[src/rtl/bcd_display_formatter.sv]
// Range-checks a 40-bit magnitude and converts it with an iterative double-dabble engine.
// Drives six display codes with leading-zero blanking, minus placement and an "Err" message.
module bcd_display_formatter #(
  parameter logic [5:0] BLANK_CODE = 6'd63,
  parameter logic [5:0] MINUS_CODE = 6'd62,
  parameter logic [5:0] E_CODE     = 6'd14,
  parameter logic [5:0] R_CODE     = 6'd27
) (
  input  logic        i_clk,
  input  logic        i_reset,
  input  logic        i_start,
  input  logic [39:0] i_value,
  input  logic        i_sign,
  input  logic        i_err,
  output logic        o_busy,
  output logic        o_done,
  output logic        o_err,
  output logic [5:0]  o_digit_pos,
  output logic [5:0]  o_ten_pos,
  output logic [5:0]  o_hundred_pos,
  output logic [5:0]  o_thousand_pos,
  output logic [5:0]  o_ten_thousand_pos,
  output logic [5:0]  o_hundred_thousand_pos
);

  typedef enum logic [1:0] {
    IDLE   = 2'd0,
    CHECK  = 2'd1,
    SHIFT  = 2'd2,
    FORMAT = 2'd3
  } state_t;

  state_t      state_q, state_d;
  logic [39:0] value_q, value_d;
  logic        sign_q, sign_d;
  logic        err_in_q, err_in_d;
  logic        err_flag_q, err_flag_d;
  logic [19:0] shift_q, shift_d;
  logic [23:0] bcd_q, bcd_d;
  logic [4:0]  cnt_q, cnt_d;
  logic        busy_q, busy_d;
  logic        done_q, done_d;
  logic        oerr_q, oerr_d;
  logic [5:0]  disp_q [6];
  logic [5:0]  disp_d [6];

  logic [23:0] bcd_adj;
  logic [5:0]  fmt [6];
  logic [3:0]  nib;
  int unsigned msd;

  // Add-3 correction applied to every nibble before the shift.
  always_comb begin
    bcd_adj = bcd_q;
    for (int unsigned i = 0; i < 6; i++) begin
      nib = bcd_q[4*i +: 4];
      if (nib >= 4'd5) bcd_adj[4*i +: 4] = nib + 4'd3;
    end
  end

  // Blanking and minus placement relative to the most-significant nonzero digit.
  always_comb begin
    msd = 0;
    for (int unsigned i = 0; i < 6; i++) begin
      if (bcd_q[4*i +: 4] != 4'd0) msd = i;
    end
    for (int unsigned i = 0; i < 6; i++) begin
      if (i <= msd)
        fmt[i] = {2'b00, bcd_q[4*i +: 4]};
      else if ((i == msd + 1) && sign_q && (bcd_q != '0))
        fmt[i] = MINUS_CODE;
      else
        fmt[i] = BLANK_CODE;
    end
  end

  always_comb begin
    state_d    = state_q;
    value_d    = value_q;
    sign_d     = sign_q;
    err_in_d   = err_in_q;
    err_flag_d = err_flag_q;
    shift_d    = shift_q;
    bcd_d      = bcd_q;
    cnt_d      = cnt_q;
    busy_d     = busy_q;
    done_d     = 1'b0;
    oerr_d     = oerr_q;
    disp_d     = disp_q;

    case (state_q)
      IDLE: begin
        if (i_start) begin
          value_d  = i_value;
          sign_d   = i_sign;
          err_in_d = i_err;
          busy_d   = 1'b1;
          state_d  = CHECK;
        end
      end
      CHECK: begin
        if (err_in_q || (value_q > 40'd999999) || (sign_q && (value_q > 40'd99999))) begin
          err_flag_d = 1'b1;
          state_d    = FORMAT;
        end else begin
          err_flag_d = 1'b0;
          shift_d    = value_q[19:0];
          bcd_d      = '0;
          cnt_d      = '0;
          state_d    = SHIFT;
        end
      end
      SHIFT: begin
        {bcd_d, shift_d} = {bcd_adj[22:0], shift_q, 1'b0};
        cnt_d            = cnt_q + 5'd1;
        if (cnt_q == 5'd19) state_d = FORMAT;
      end
      FORMAT: begin
        if (err_flag_q) begin
          disp_d[5] = BLANK_CODE;
          disp_d[4] = BLANK_CODE;
          disp_d[3] = BLANK_CODE;
          disp_d[2] = E_CODE;
          disp_d[1] = R_CODE;
          disp_d[0] = R_CODE;
        end else begin
          disp_d = fmt;
        end
        oerr_d  = err_flag_q;
        done_d  = 1'b1;
        busy_d  = 1'b0;
        state_d = IDLE;
      end
      default: state_d = IDLE;
    endcase
  end

  always_ff @(posedge i_clk or posedge i_reset) begin
    if (i_reset) begin
      state_q    <= IDLE;
      value_q    <= '0;
      sign_q     <= 1'b0;
      err_in_q   <= 1'b0;
      err_flag_q <= 1'b0;
      shift_q    <= '0;
      bcd_q      <= '0;
      cnt_q      <= '0;
      busy_q     <= 1'b0;
      done_q     <= 1'b0;
      oerr_q     <= 1'b0;
      for (int unsigned i = 0; i < 6; i++) disp_q[i] <= BLANK_CODE;
    end else begin
      state_q    <= state_d;
      value_q    <= value_d;
      sign_q     <= sign_d;
      err_in_q   <= err_in_d;
      err_flag_q <= err_flag_d;
      shift_q    <= shift_d;
      bcd_q      <= bcd_d;
      cnt_q      <= cnt_d;
      busy_q     <= busy_d;
      done_q     <= done_d;
      oerr_q     <= oerr_d;
      disp_q     <= disp_d;
    end
  end

  assign o_busy                 = busy_q;
  assign o_done                 = done_q;
  assign o_err                  = oerr_q;
  assign o_digit_pos            = disp_q[0];
  assign o_ten_pos              = disp_q[1];
  assign o_hundred_pos          = disp_q[2];
  assign o_thousand_pos         = disp_q[3];
  assign o_ten_thousand_pos     = disp_q[4];
  assign o_hundred_thousand_pos = disp_q[5];

endmodule

[config.mk]
export PLATFORM = sky130hd
export DESIGN_NAME = bcd_display_formatter
export DESIGN_NICKNAME = d
export VERILOG_FILES = /design/src/rtl/bcd_display_formatter.sv
export SDC_FILE = /design/constraint.sdc
export NUM_CORES = 1
export LEC_CHECK = 0
export ABC_CLOCK_PERIOD_IN_PS = 11500
export BUFFER_PORTS_ARGS = -buffer_cell sky130_fd_sc_hd__buf_2
export CAP_MARGIN = 10
export CORE_AREA = 2 2 132 134
export DETAILED_ROUTE_END_ITERATION = 8
export DIE_AREA = 0 0 134 136
export HOLD_SLACK_MARGIN = 0.03
export PLACE_DENSITY = 0.63
export SKIP_LAST_GASP = 1
export SLEW_MARGIN = 30
export SYNTH_ARGS = -nofsm -noshare
export SYNTH_HDL_FRONTEND = slang
export SYNTH_SLANG_ARGS = --single-unit
[constraint.sdc]
create_clock -name i_clk -period 11.5 [get_ports i_clk]
set_clock_uncertainty 0.05 [all_clocks]
set_input_delay 1.15 -clock i_clk [delete_from_list [all_inputs] [get_ports i_clk]]
set_output_delay 1.15 -clock i_clk [all_outputs]
set_load 0.01 [all_outputs]
==> impl_metrics.tcl, run 1 <==
set metrics [dict create \
    route.antenna.remaining_nets 0 \
    numClockSinks 129 \
    die_w_um 134 \
    netlist_area_sq_um 6490 \
    n_fill_cell 1559 \
    rsz0062_at_grt "no" \
    place.port_buffers 83 \
    root_buffer "sky130_fd_sc_hd__clkbuf_16" \
    synthArstFlopShare_pct 100 \
    tritoncts.num_buffers 17 \
    cts.reportedPaths.clkPinSlew_ns 0.05 \
    dr_total_vias 4592 \
    worstPathMaxFanout 34 \
    ys_dominant_reg_cell "sky130_fd_sc_hd__dfrtp_1" \
    final_layout_setup_total_negative_slack_ns 0 \
    rows 48 \
    post_cts_gate_resize_count 0 \
    antenna_found_initial 0 \
    finalMaxSlewViolations 0 \
    util_after_layout_pct 45.3 \
    setup.worst_path.start_class "flip-flop" \
    buffers_inserted_by_post_cts_timing_repair 0 \
    cp.required_ns 11.74 \
    total_of_flip_flops_plus_latches_after_synthesis 129 \
    cp.buffers_inverters 1 \
    drc_errors 0 \
    fp.dieH_um 136 \
    mappedNetlistNets 632 \
    timing_worst_slew_pin_value_ns 0.797 \
    power_density_nw_per_um2 251 \
    drt-total-wl_um 13900 \
    wl_per_cell_um 15.8 \
    grt.total_usage_pct 16.2 \
    synth.distinct_cells 54 \
    max_clock_freq_ghz 0.282 \
    ff2ff_setup_slack_ns 7.95 \
    initial_utilization_pct 38.4 \
    run_status "completed" \
    layout-area-overhead-vs-synth_pct 17.9 \
    synth_area_per_cell_sq_um 11.5 \
    critical_path.cell_chain "nor4_1, nand4_1, o41ai_4, nand2_2, nor2_4, buf_4, mux2_2" \
    worst_ep_arrival_time_ns 3.79 \
    gr-total-overflow 0 \
    gp_congestion 0.823 \
    grt_pass1_wl_um 23600 \
    timing.critical_path.max_delay_family "simple AND/OR/NAND/NOR gates" \
    count_of_flip_flops_with_a_built_in_enable_after_synthesis 0 \
    hold_violations 0 \
    length_of_the_first_detailed_routing_pass_in_iterations 7 \
    detail_route.vias_per_cell 5.22 \
    finalSetupViolCount 0 \
    ff_latch_area_sq_um 3270 \
    tritoncts "done" \
    max-slew-margin-rel_pct 46.8 \
    cpPeakStageDelay_ns 0.56 \
    first_global_vias 4813 \
    ys_seq_area_share_pct 50.4 \
    design.die.area_sq_um 18200 \
    max-vdd-ir-drop_v 0.000153 \
    clock_insertion_delay_at_the_later_pin_of_the_skew_report_ns 0.42 \
    final_net_count 707 \
    floorplan.core_area_sq_um 16900 \
    drive_above_1_share_pct 37.8 \
    syn-instance-count 566 \
    place.detailed.hpwl_um 9420 \
    worst-setup-path-type "flip-flop to flip-flop" \
    timing.hold.worst.class "flip-flop to flip-flop" \
    cts_htree_levels 4 \
    drt_first_iter_violations 330 \
    yosys_warnings 0 \
    multi_input_comb_area_sq_um 2950 \
    num_io_pins 84 \
    timing.final.crit_share_pct 30.9 \
    maximum_number_of_pins_on_one_net_before_global_route_repair 67 \
    type_of_destination_of_the_critical_path "flip-flop" \
    drv_cap 0 \
    reported_leakage_power_nw 3.34 \
    cts_hold_repair_buffers 0 \
    critPathSlowestCell "sky130_fd_sc_hd__o41ai_4" \
    finalWorstPathRequiredPeriod_ns 3.55 \
    cts_buffer_depth 2 \
]
==> Yosys cell counts (3+ instances only) <==
library cell / count / area (sq um)
sky130_fd_sc_hd__a21o_1: 6 / 45.0
sky130_fd_sc_hd__a21oi_1: 22 / 110
sky130_fd_sc_hd__a31oi_1: 6 / 37.5
sky130_fd_sc_hd__a41o_1: 3 / 30.0
sky130_fd_sc_hd__a41oi_1: 3 / 26.3
sky130_fd_sc_hd__buf_1: 7 / 26.3
sky130_fd_sc_hd__buf_4: 8 / 60.1
sky130_fd_sc_hd__buf_6: 3 / 33.8
sky130_fd_sc_hd__clkbuf_1: 14 / 52.6
sky130_fd_sc_hd__dfrtp_1: 97 / 2430
sky130_fd_sc_hd__dfstp_2: 32 / 841
sky130_fd_sc_hd__ha_1: 21 / 263
sky130_fd_sc_hd__inv_1: 30 / 113
sky130_fd_sc_hd__mux2_2: 65 / 732
sky130_fd_sc_hd__mux2_4: 17 / 255
sky130_fd_sc_hd__mux2i_1: 9 / 90.1
sky130_fd_sc_hd__nand2_1: 35 / 131
sky130_fd_sc_hd__nand2b_1: 9 / 56.3
sky130_fd_sc_hd__nand3_1: 10 / 50.1
sky130_fd_sc_hd__nand4_1: 4 / 25.0
sky130_fd_sc_hd__nor2_1: 40 / 150
sky130_fd_sc_hd__nor3_1: 13 / 65.1
sky130_fd_sc_hd__nor3b_1: 10 / 75.1
sky130_fd_sc_hd__nor4_1: 5 / 31.3
sky130_fd_sc_hd__o211ai_1: 5 / 37.5
sky130_fd_sc_hd__o21ai_0: 29 / 145
sky130_fd_sc_hd__o22a_1: 7 / 61.3
sky130_fd_sc_hd__o22ai_1: 3 / 18.8
sky130_fd_sc_hd__o31ai_1: 9 / 67.6
sky130_fd_sc_hd__o41ai_1: 10 / 87.6
sky130_fd_sc_hd__xnor2_1: 6 / 52.6
==> flip-flops by register name (all words and copies together) (netlist names) <==
register,flops
err_flag_q,1
o_done,1
o_err,1
o_ten_thousand_pos,5
o_ten_pos,6
sign_q,1
bcd_q,24
cnt_q,5
state_q,2
value_q,40
err_in_q,1
o_hundred_pos,5
o_hundred_thousand_pos,5
o_digit_pos,6
shift_q,20
o_busy,1
o_thousand_pos,5
==> cell usage in the layout (no fill, tap or decap), types with 5 or more instances in the layout <==
| cell | count |
|---|---|
| sky130_fd_sc_hd__nand2b_1 | 9 |
| sky130_fd_sc_hd__nand2_1 | 34 |
| sky130_fd_sc_hd__clkinv_2 | 5 |
| sky130_fd_sc_hd__nand3_1 | 10 |
| sky130_fd_sc_hd__o41ai_1 | 10 |
| sky130_fd_sc_hd__o211ai_1 | 5 |
| sky130_fd_sc_hd__nor2_1 | 40 |
| sky130_fd_sc_hd__a31oi_1 | 6 |
| sky130_fd_sc_hd__mux2_2 | 65 |
| sky130_fd_sc_hd__mux2i_1 | 9 |
| sky130_fd_sc_hd__dfstp_2 | 32 |
| sky130_fd_sc_hd__clkbuf_16 | 17 |
| sky130_fd_sc_hd__nor3_1 | 13 |
| sky130_fd_sc_hd__o22a_1 | 7 |
| sky130_fd_sc_hd__nor3b_1 | 10 |
| sky130_fd_sc_hd__mux2_4 | 17 |
| sky130_fd_sc_hd__buf_2 | 83 |
| sky130_fd_sc_hd__a21o_1 | 6 |
| sky130_fd_sc_hd__a21oi_1 | 22 |
| sky130_fd_sc_hd__xnor2_1 | 6 |
| sky130_fd_sc_hd__o21ai_0 | 29 |
| sky130_fd_sc_hd__nor4_1 | 5 |
| sky130_fd_sc_hd__dfrtp_1 | 97 |
| sky130_fd_sc_hd__o31ai_1 | 9 |
| sky130_fd_sc_hd__buf_4 | 5 |
| sky130_fd_sc_hd__inv_1 | 29 |
| sky130_fd_sc_hd__ha_1 | 20 |
==> metrics by stage <==
stage,power [mW],setup WS (ns),std cells,cell area [sq um],hold slack (ns)
3_5_place_dp,1.40,7.94,847,7060,0.413
4_1_cts,1.94,7.90,879,7640,0.420
6_report,1.92,7.95,880,7650,0.418
2_1_floorplan,1.26,6.91,566,6490,0.416
3_3_place_gp,1.37,8.03,847,7060,0.409
5_1_grt,2.04,7.71,879,7650,0.451
==> kinds of logic after synthesis <==
| family | count (synthesis) | share of synthesized area [%] |
|---|---|---|
| and+or+nand+nor | 140 | 11.1 |
| DFF | 129 | 50.4 |
| AOI/OAI and AO/OA | 117 | 12.6 |
| muxes | 91 | 16.6 |
| buffers and inverters | 62 | 4.40 |
| adders and majority gates | 21 | 4.05 |
| xor gates and xnor gates | 6 | 0.810 |
==> worst min-delay path: stages (launching register included) <==
cell	delay, ns
sky130_fd_sc_hd__dfstp_2	0.36
sky130_fd_sc_hd__inv_1	0.04
sky130_fd_sc_hd__o21ai_0	0.06
==> where the power goes <==
group | internal (mW) | switching (mW) | leakage [nW]
Sequential | 0.610 | 0.111 | 1.55
Clock | 0.334 | 0.195 | 0.286
Combinational | 0.332 | 0.339 | 1.51
Total | 1.28 | 0.644 | 3.34
==> path summary, 6_finish.rpt <==
check,from,end,cells past startpoint
worst max-delay path,value_q[34]$_DFFE_PP0P_,shift_q[17]$_DFFE_PP0P_,7
worst min-delay path,o_ten_pos[2]$_DFFE_PP1P_,o_ten_pos[2]$_DFFE_PP1P_,2
worst max register to register,value_q[34]$_DFFE_PP0P_,shift_q[17]$_DFFE_PP0P_,7
worst min register to register,o_ten_pos[2]$_DFFE_PP1P_,o_ten_pos[2]$_DFFE_PP1P_,2
max in group asynchronous,i_reset,bcd_q[16]$_DFFE_PP0P_,3
min in group asynchronous,i_reset,shift_q[16]$_DFFE_PP0P_,2
==> layer usage <==
metal	vias up	GRT usage (%)	share of wire, %
met2	143	25.6	46
li1	2187	-	-
met5	-	0	0
met4	0	5.26	1.0
met1	2247	21.1	46
met3	15	5.11	6.7
==> layout make-up <==
type | count | share of cell area (%)
antenna | 1 | 0.0327
clock buffer | 22 | 6.20
clock inverter | 10 | 1.42
inverter | 30 | 1.50
multi-input combinational | 375 | 38.5
sequential | 129 | 42.7
tap | 225 | 3.68
timing repair buffer | 88 | 5.92
(Power assumes the default switching activity.)
==> run 2: changes to the inputs <==
ABC_CLOCK_PERIOD_IN_PS = 3650   (was 11500)
clock period = 3.65 ns   (was 11.5 ns; I/O delays follow)
==> run 2 against run 1 <==
  * Combinational power grew to 3.2 times the previous value
  * Design area is 0.70% higher
  * Clock power grew to 3.3 times the previous value
  * First-iteration DRC count is 20% lower
  * Worst hold slack worse by 0.37 ns
  * Largest cell class unchanged
  * Cell count is 0.11% higher
  * Sequential share of layout area is 0.30 points lower
==> impl_metrics.tcl, run 2 (synthesis gave the netlist of run 1 again) <==
set metrics [dict create \
    run_status "completed" \
    finalWorstPathRequiredPeriod_ns 3.03 \
    worst_ep_arrival_time_ns 3.33 \
    place.port_buffers 83 \
    buffers_inserted_by_post_cts_timing_repair 0 \
    clock_insertion_delay_at_the_later_pin_of_the_skew_report_ns 0.42 \
    max-vdd-ir-drop_v 0.000463 \
    gp_congestion 0.908 \
    hold_violations 0 \
    p_sw_mw 2.10 \
    finalSetupViolCount 0 \
    reg2reg_to "o_hundred_pos[0]$_DFFE_PP1P_" \
    antenna_found_initial 0 \
    rsz0062_at_grt "no" \
    power.share.combinational_pct 35.2 \
    ff2ff_setup_slack_ns 0.62 \
    route.antenna.remaining_nets 0 \
    largestRegisters "value_q (40), bcd_q (24), shift_q (20)" \
    fp.dieH_um 136 \
    finalMaxSlewViolations 0 \
    root_buffer "sky130_fd_sc_hd__clkbuf_16" \
    cts.reportedPaths.clkPinSlew_ns 0.06 \
    register_with_the_most_flip_flops "value_q" \
    cts_buffer_depth 2 \
    reg2reg_from "bcd_q[16]$_DFFE_PP0P_" \
    power_density_nw_per_um2 802 \
    num_io_pins 84 \
    gr-total-overflow 0 \
    final_net_count 709 \
    drt-total-wl_um 14300 \
    length_of_the_first_detailed_routing_pass_in_iterations 5 \
    initial_utilization_pct 38.4 \
    n_fill_cell 1572 \
    worstPathMaxFanout 6 \
    p_clk_share_pct 28.1 \
    r2r.worst_path.cells 11 \
    maximum_number_of_pins_on_one_net_before_global_route_repair 94 \
    tritoncts "done" \
    flip_flop_count_of_the_largest_register_all_copies_and_words_added 40 \
    max-slew-margin-rel_pct 45.3 \
    cts_htree_levels 4 \
    num_antenna_cells 0 \
    multi_input_comb_area_sq_um 2950 \
    drt_first_iter_violations 265 \
    swShare_pct 34.1 \
    most-common-layout-cells "sky130_fd_sc_hd__dfrtp_1 (97), sky130_fd_sc_hd__buf_2 (83), sky130_fd_sc_hd__mux2_2 (65)" \
    reported_leakage_power_nw 3.36 \
    drv_cap 0 \
    cellInternalPower_mw 4.07 \
    ff_latch_area_sq_um 3270 \
    worst-setup-path-type "flip-flop to flip-flop" \
    timing.hold.worst.class "input port to asynchronous set/reset pin" \
    setup.worst_path.start_class "flip-flop" \
    fin_cells 881 \
    drive_above_1_share_pct 38.3 \
    first_global_vias 4761 \
    seq_power_share_pct 36.6 \
    dr_total_vias 4632 \
    design.die.area_sq_um 18200 \
    drc_errors 0 \
    grt_pass1_wl_um 24200 \
    cts_hold_repair_buffers 0 \
    floorplan.core_area_sq_um 16900 \
    tritoncts.num_buffers 17 \
    dp_cells 849 \
    wl_per_cell_um 16.3 \
    cp.required_ns 3.95 \
    numClockSinks 129 \
    final_common_cell "sky130_fd_sc_hd__dfrtp_1" \
    post_cts_gate_resize_count 0 \
    type_of_destination_of_the_critical_path "flip-flop" \
    final_layout_setup_total_negative_slack_ns 0 \
    grt.total_usage_pct 17.0 \
    rows 48 \
    worst_setup_path_startpoint "bcd_q[16]$_DFFE_PP0P_" \
    timing.final.crit_share_pct 83.0 \
    max_clock_freq_ghz 0.330 \
    place.detailed.hpwl_um 9850 \
    layout-area-overhead-vs-synth_pct 18.7 \
    detail_route.vias_per_cell 5.26 \
    die_w_um 134 \
    timing_worst_slew_pin_value_ns 0.819 \
    setup.worst_path.end "o_hundred_pos[0]$_DFFE_PP1P_" \
]
-- run 2: power groups by stage --
| stage | sequential, mW | combinational, mW | clock [mW] |
|---|---|---|---|
| after CTS | 2.26 | 2.21 | 1.78 |
| final | 2.26 | 2.18 | 1.74 |
| after floorplan | 2.19 | 1.78 | 0 |
| after global routing | 2.33 | 2.39 | 1.86 |
| after detailed placement | 2.28 | 2.20 | 0 |
| after global placement | 2.26 | 2.11 | 0 |
-- run 2: worst min path at each step --
stage                                    start                         end  slack (ns)  depth (start not counted)
global placement      o_ten_pos[2]$_DFFE_PP1P_    o_ten_pos[2]$_DFFE_PP1P_        0.41                          2
floorplan               shift_q[0]$_DFFE_PP0P_      shift_q[0]$_DFFE_PP0P_        0.42                          2
global route                           i_reset            o_done$_DFF_PP0_        0.09                          2
detailed placement  o_digit_pos[4]$_DFFE_PP1P_  o_digit_pos[4]$_DFFE_PP1P_        0.41                          2
finish                                 i_reset            o_done$_DFF_PP0_        0.04                          2
CTS                                    i_reset            o_done$_DFF_PP0_        0.05                          2
-- run 2: layout make-up --
type                       instances  area share [%]
sequential                       129            42.4
multi-input combinational        375            38.2
tap                              225            3.65
timing repair buffer              90            6.24
inverter                          30            1.51
clock buffer                      17            5.52
clock inverter                    15            2.40
-- run 2: worst max-delay path, cell delays in order (launching register included) --
cell,delay (ns)
sky130_fd_sc_hd__dfrtp_1,0.43
sky130_fd_sc_hd__inv_1,0.14
sky130_fd_sc_hd__ha_1,0.15
sky130_fd_sc_hd__nor3b_1,0.43
sky130_fd_sc_hd__nand2_1,0.21
sky130_fd_sc_hd__inv_1,0.19
sky130_fd_sc_hd__nand2_1,0.08
sky130_fd_sc_hd__ha_1,0.31
sky130_fd_sc_hd__a311oi_1,0.37
sky130_fd_sc_hd__nand2_1,0.10
sky130_fd_sc_hd__o221a_2,0.25
sky130_fd_sc_hd__mux2_2,0.26
-- run 2: metal layers --
metal / routed length (um) / GRT usage [%]
met5: 0 / 0
met1: 6510 / 21.9
met4: 152 / 6.21
met2: 6780 / 27.3
met3: 888 / 4.81
-- run 2: stage by stage --
step                cell area (sq um)  power, mW  hold slack, ns  util (%)  setup WS (ns)
finish                           7700       6.18          0.0437      45.6          0.621
global route                     7700       6.59          0.0886      45.6          0.423
CTS                              7700       6.25          0.0471      45.6          0.693
detailed placement               7090       4.48           0.413      42.0          0.713
global placement                 7090       4.37           0.406      42.0          0.858
floorplan                        6490       3.98           0.416         -           1.04
